$ cat src/rtl/traffic_ctrl_pkg.sv
// Shared definitions for the intersection controller: phase encodings, lamp
// codes and the phase-to-lamp decode used by the controller's output stage.
package traffic_ctrl_pkg;

    localparam int unsigned STATE_W = 3;
    localparam int unsigned LAMP_W  = 3;

    typedef enum logic [STATE_W-1:0] {
        MAIN_GREEN  = 3'd0,
        MAIN_YELLOW = 3'd1,
        ALL_RED_A   = 3'd2,
        PED_WALK    = 3'd3,
        SIDE_GREEN  = 3'd4,
        SIDE_YELLOW = 3'd5,
        ALL_RED_B   = 3'd6
    } phase_e;

    // Lamp heads are {R,Y,G} one-hot
    localparam logic [LAMP_W-1:0] LAMP_R = 3'b100;
    localparam logic [LAMP_W-1:0] LAMP_Y = 3'b010;
    localparam logic [LAMP_W-1:0] LAMP_G = 3'b001;

    typedef struct packed {
        logic [LAMP_W-1:0] main;
        logic [LAMP_W-1:0] side;
        logic              walk;
    } lamps_t;

    // Moore decode: any head not explicitly lit is red; unknown phases fail safe to all-red
    function automatic lamps_t decode_lamps(input phase_e ph);
        lamps_t l;
        l.main = LAMP_R;
        l.side = LAMP_R;
        l.walk = 1'b0;
        case (ph)
            MAIN_GREEN:  l.main = LAMP_G;
            MAIN_YELLOW: l.main = LAMP_Y;
            PED_WALK:    l.walk = 1'b1;
            SIDE_GREEN:  l.side = LAMP_G;
            SIDE_YELLOW: l.side = LAMP_Y;
            default:     ;
        endcase
        return l;
    endfunction

endpackage

$ cat src/rtl/phase_timer.sv
// Phase timer: counts ticks spent in the current phase, saturating at all-ones.
// Ports:
//   clk_i     clock
//   reset_i   synchronous active-high reset
//   clear_i   restart count from zero (phase change); has priority over tick
//   tick_i    timebase strobe
//   count_o   current count
module phase_timer #(
    parameter int unsigned CNT_W = 8
) (
    input  logic             clk_i,
    input  logic             reset_i,
    input  logic             clear_i,
    input  logic             tick_i,
    output logic [CNT_W-1:0] count_o
);

    logic [CNT_W-1:0] count_q;

    always_ff @(posedge clk_i) begin
        if (reset_i || clear_i) begin
            count_q <= '0;
        end else if (tick_i && (count_q != {CNT_W{1'b1}})) begin
            count_q <= count_q + CNT_W'(1);
        end
    end

    assign count_o = count_q;

endmodule

$ cat src/rtl/traffic_phase_controller.sv
// Phase sequencer for a main/side intersection with a pedestrian crossing.
// Latches side-road and pedestrian demand, times each phase on the tick
// timebase and drives the lamp heads. Main road rests in green without demand.
// Ports:
//   clk_i               clock
//   reset_i             synchronous active-high reset
//   tick_i              timebase strobe (tie high for clock-cycle units)
//   vehicle_detected_i  side-road vehicle present (level)
//   ped_detected_i      pedestrian button (level or pulse)
//   main_light_o        main head {R,Y,G}
//   side_light_o        side head {R,Y,G}
//   walk_o              pedestrian WALK lamp
//   ped_req_pending_o   latched pedestrian demand
//   phase_o             current phase encoding (debug)
module traffic_phase_controller
    import traffic_ctrl_pkg::*;
#(
    parameter int unsigned CNT_W     = 8,
    parameter int unsigned MIN_GREEN = 4,
    parameter int unsigned MAX_GREEN = 8,
    parameter int unsigned YELLOW_T  = 2,
    parameter int unsigned ALLRED_T  = 1,
    parameter int unsigned WALK_T    = 3
) (
    input  logic              clk_i,
    input  logic              reset_i,
    input  logic              tick_i,
    input  logic              vehicle_detected_i,
    input  logic              ped_detected_i,
    output logic [LAMP_W-1:0] main_light_o,
    output logic [LAMP_W-1:0] side_light_o,
    output logic              walk_o,
    output logic              ped_req_pending_o,
    output logic [STATE_W-1:0] phase_o
);

    // A phase of N ticks expires on the tick where the count has reached N-1
    localparam logic [CNT_W-1:0] MIN_G_LIM  = CNT_W'(MIN_GREEN - 1);
    localparam logic [CNT_W-1:0] MAX_G_LIM  = CNT_W'(MAX_GREEN - 1);
    localparam logic [CNT_W-1:0] YELLOW_LIM = CNT_W'(YELLOW_T - 1);
    localparam logic [CNT_W-1:0] ALLRED_LIM = CNT_W'(ALLRED_T - 1);
    localparam logic [CNT_W-1:0] WALK_LIM   = CNT_W'(WALK_T - 1);

    phase_e           state_q, state_d;
    logic             side_req_q, side_req_d;
    logic             ped_req_q, ped_req_d;
    lamps_t           lamps_q, lamps_d;
    logic [CNT_W-1:0] timer;
    logic             timer_clr;

    logic exp_min_g, exp_max_g, exp_yellow, exp_allred, exp_walk;

    phase_timer #(.CNT_W(CNT_W)) u_timer (
        .clk_i   (clk_i),
        .reset_i (reset_i),
        .clear_i (timer_clr),
        .tick_i  (tick_i),
        .count_o (timer)
    );

    assign exp_min_g  = tick_i && (timer >= MIN_G_LIM);
    assign exp_max_g  = tick_i && (timer >= MAX_G_LIM);
    assign exp_yellow = tick_i && (timer >= YELLOW_LIM);
    assign exp_allred = tick_i && (timer >= ALLRED_LIM);
    assign exp_walk   = tick_i && (timer >= WALK_LIM);

    // Next phase, demand latches and next lamp pattern
    always_comb begin
        state_d = state_q;
        case (state_q)
            MAIN_GREEN:  if (exp_min_g && (side_req_q || ped_req_q)) state_d = MAIN_YELLOW;
            MAIN_YELLOW: if (exp_yellow) state_d = ALL_RED_A;
            ALL_RED_A:   if (exp_allred) state_d = ped_req_q ? PED_WALK : SIDE_GREEN;
            PED_WALK:    if (exp_walk) state_d = ALL_RED_B;
            SIDE_GREEN:  if ((exp_min_g && !vehicle_detected_i) || exp_max_g) state_d = SIDE_YELLOW;
            SIDE_YELLOW: if (exp_yellow) state_d = ALL_RED_B;
            ALL_RED_B:   if (exp_allred) state_d = MAIN_GREEN;
            default:     state_d = MAIN_GREEN;
        endcase

        // Servicing a request clears it even if new demand arrives the same cycle
        side_req_d = (state_d == SIDE_GREEN) ? 1'b0
                   : (side_req_q || (vehicle_detected_i && (state_q != SIDE_GREEN)));
        ped_req_d  = (state_d == PED_WALK) ? 1'b0
                   : (ped_req_q || (ped_detected_i && (state_q != PED_WALK)));

        lamps_d   = decode_lamps(state_d);
        timer_clr = (state_d != state_q);
    end

    always_ff @(posedge clk_i) begin
        if (reset_i) begin
            state_q    <= MAIN_GREEN;
            side_req_q <= 1'b0;
            ped_req_q  <= 1'b0;
            lamps_q    <= '{main: LAMP_G, side: LAMP_R, walk: 1'b0};
        end else begin
            state_q    <= state_d;
            side_req_q <= side_req_d;
            ped_req_q  <= ped_req_d;
            lamps_q    <= lamps_d;
        end
    end

    assign main_light_o      = lamps_q.main;
    assign side_light_o      = lamps_q.side;
    assign walk_o            = lamps_q.walk;
    assign ped_req_pending_o = ped_req_q;
    assign phase_o           = STATE_W'(state_q);

endmodule

$ cat config.mk
export PLATFORM = sky130hd
export DESIGN_NAME = traffic_phase_controller
export DESIGN_NICKNAME = d
export VERILOG_FILES = /design/src/rtl/traffic_ctrl_pkg.sv /design/src/rtl/phase_timer.sv /design/src/rtl/traffic_phase_controller.sv
export SDC_FILE = /design/constraint.sdc
export NUM_CORES = 1
export LEC_CHECK = 0
export BUFFER_PORTS_ARGS = -buffer_cell sky130_fd_sc_hd__clkbuf_2
export CORE_ASPECT_RATIO = 0.9
export CORE_MARGIN = 2
export CORE_UTILIZATION = 59
export CTS_CLUSTER_SIZE = 28
export DETAILED_ROUTE_END_ITERATION = 8
export GPL_TIMING_DRIVEN = 1
export PLACE_DENSITY_LB_ADDON = 0.2
export SLEW_MARGIN = 20
export SYNTH_ARGS = -nofsm -noshare
export SYNTH_HDL_FRONTEND = slang
export SYNTH_SLANG_ARGS = --single-unit
$ cat constraint.sdc
create_clock -name clk_i -period 3.16 [get_ports clk_i]
set_input_delay 0.632 -clock clk_i [delete_from_list [all_inputs] [get_ports clk_i]]
set_output_delay 0.632 -clock clk_i [all_outputs]
set_load 0.03 [all_outputs]
==> impl_metrics.json <==
{
  "synth_top_family_by_area": "simple AND/OR/NAND/NOR gates",
  "synthAdderAreaFrac": 0.0524,
  "hold_viol": 0,
  "power.share.clock": 0.401,
  "clockRootBuffer": "clkbuf_4",
  "cp.arrival_ps": 2170,
  "dr.pass1.iters": 4,
  "ir_worst_vdd_mv": 0.285,
  "overflow": 0,
  "grt_usage": 0.229,
  "p_comb_frac": 0.105,
  "seq_power_share": 0.494,
  "fillCellCount": 158,
  "coreArea_sq_mm": 0.00188,
  "register_area_sq_um": 400,
  "ys_ff_latch": 20,
  "skew_ps": 5.68,
  "vias": 982,
  "max_freq_mhz": 509,
  "synth-edff-count": 0,
  "grt_use_met2": 0.339,
  "postCtsSetupRepairBufs": 0,
  "grt_busiest_layer": "met2",
  "end_kind": "flip-flop",
  "drt-total-wl_mm": 2.34,
  "reg2regPathDepth": 7,
  "ys_seq_area_frac": 0.349,
  "status": "completed",
  "period_share": 0.622,
  "synth_nets": 139,
  "cp_max_fo": 7,
  "diodes": 0,
  "synthCells": 130,
  "worstHoldPathCells": 2,
  "route.detailed.drc": 0,
  "dpl.hpwl_mm": 1.67,
  "worst_slew_pin_slew_ps": 422,
  "reg2reg_from": "u_timer.count_o[1]$_SDFFE_PP0P_",
  "die_h_um": 45.8,
  "min_from": "side_req_q$_SDFF_PP0_",
  "synthXorXnorAreaFrac": 0.0382,
  "cts_buffer_depth": 2,
  "slew_headroom": 0.718,
  "post_drt_wl_per_cell_um": 14.0,
  "yosys_warnings": 0,
  "startpoint_type": "flip-flop",
  "synth_cell_type_count": 48,
  "power_leakage_nw": 0.518,
  "multi_input_area_sq_um": 682,
  "numCtsBuffers": 3,
  "avgViaCountPerCell": 5.88,
  "synth_compound_area_frac": 0.160,
  "r2r_end": "side_req_q$_SDFF_PP0_",
  "rsz0062_at_grt": "false",
  "p_sw_frac": 0.241,
  "most-common-layout-cells": "dfxtp_1 (20), nor2_1 (17), clkbuf_2 (15)",
  "final_common_cell": "dfxtp_1",
  "antenna_found_initial": 0,
  "cts_tree": "yes",
  "internal-power_uw": 408,
  "dominantRegCellSynth": "dfxtp_1",
  "tns_ps": 0,
  "synthSimpleGateAreaFrac": 0.344,
  "hold_end": "side_req_q$_SDFF_PP0_",
  "first_global_vias": 886,
  "final.min_clock_period_ps": 1960,
  "power_density_mw_per_mm2": 427,
  "hp-class": "flip-flop to flip-flop",
  "required_ps": 3360,
  "crit_type": "flip-flop to flip-flop",
  "rows": 15,
  "rrSetupSlack_ps": 1200,
  "syn_avg_cell_area_sq_um": 8.82,
  "cts_sinks": 20,
  "htreeDepth": 1,
  "hold_buffers": 0,
  "whs_ps": 535,
  "drtIter0Drc": 33,
  "synth.mux.area_fraction": 0,
  "netlist_area_sq_mm": 0.00115,
  "dieArea_sq_mm": 0.00231,
  "drv_slew": 0,
  "ant_nets": 0,
  "fin_nets": 152,
  "grt_pass1_wl_mm": 3.98,
  "die_w_um": 50.5,
  "p_switching_uw": 130,
  "use_met3": 0.0395,
  "synth-async-reset-ratio": 0,
  "path_clk_slew_ps": 120,
  "clkLatencyLatePin_ps": 310,
  "grt_max_degree": 13,
  "setup_viol": 0,
  "drive_gt1_frac": 0.232,
  "cap_violations": 0,
  "start_util": 0.611,
  "place_congestion": 0.862,
  "io_buffers": 15,
  "power_uw": 538,
  "area_growth_pct": 9.93,
  "io_pins": 16,
  "ctsResizeCount": 0,
  "grtUsageMet1": 0.317
}
==> power by group through the flow <==
stage / Clock, mW / Combinational [mW] / Sequential [mW]
floorplan: 0 / 0.0408 / 0.273
global placement: 0 / 0.0536 / 0.271
detailed placement: 0 / 0.0561 / 0.271
CTS: 0.213 / 0.0565 / 0.265
global route: 0.225 / 0.0640 / 0.267
finish: 0.216 / 0.0565 / 0.266
==> logic make-up after synthesis <==
kind of cell,count (synthesis)
adder cells (fa/ha/maj),5
XOR/XNOR,5
buffers and inverters,12
AO/OA/AOI/OAI,22
flip-flops,20
AND/OR/NAND/NOR,66
==> cell usage after synthesis (3+ instances only) <==
cell,count,area share
nand2b_1,3,0.016
and2_1,4,0.022
a21o_1,3,0.020
nand2_1,12,0.039
dfxtp_1,20,0.35
ha_1,4,0.044
nand3_1,5,0.022
and3_1,5,0.027
a21oi_1,3,0.013
nor3_1,3,0.013
xnor2_1,3,0.023
nor2_1,17,0.056
inv_1,5,0.016
==> per-stage QoR <==
step	instances	cell area [sq um]	utilization	worst slack, ps
floorplan	130	1150	-	1360
global placement	163	1210	0.643	1200
detailed placement	163	1210	0.643	1170
CTS	167	1260	0.671	1170
global route	167	1260	0.671	972
finish	167	1260	0.671	1200
==> registers in the layout (all words and copies together) (netlist names) <==
name and count:
main_light_o 3, side_req_q 1, ped_req_pending_o 1, phase_o 3, side_light_o 3, u_timer.count_o 8, walk_o 1
==> layer usage <==
metal,part of all wire,wire (um),up-vias
li1,-,-,478
met1,0.49,1140,455
met2,0.44,1020,44
met3,0.059,137,5
met4,0.016,38,0
met5,0,0,-
==> worst max path at each step <==
stage                               startpoint                           end  slack [ps]  cells after the start
6_report       u_timer.count_o[1]$_SDFFE_PP0P_         side_req_q$_SDFF_PP0_        1200                      7
2_1_floorplan            phase_o[2]$_SDFF_PP0_         side_req_q$_SDFF_PP0_        1360                      7
4_1_cts        u_timer.count_o[1]$_SDFFE_PP0P_         side_req_q$_SDFF_PP0_        1170                      7
5_1_grt        u_timer.count_o[1]$_SDFFE_PP0P_         side_req_q$_SDFF_PP0_         970                      7
3_5_place_dp                            tick_i  ped_req_pending_o$_SDFF_PP0_        1170                      6
3_3_place_gp                            tick_i  ped_req_pending_o$_SDFF_PP0_        1200                      6
==> critical path, stage by stage, from the launching register on <==
cell and delay, ps:
dfxtp_1 470, inv_1 100, ha_1 200, nor3b_1 140
o2111a_1 240, a311oi_1 250, and2_1 340, a211oi_1 110
==> area by class of cell <==
| cell class | instances | share of cell area |
|---|---|---|
| clock buffers | 3 | 0.0179 |
| clock inverters | 1 | 0.0238 |
| inverters | 5 | 0.0149 |
| multi-input cells | 98 | 0.541 |
| flip-flops and latches | 20 | 0.318 |
| well taps | 25 | 0.0248 |
| repair buffers | 15 | 0.0596 |
(Power assumes the default switching activity.)
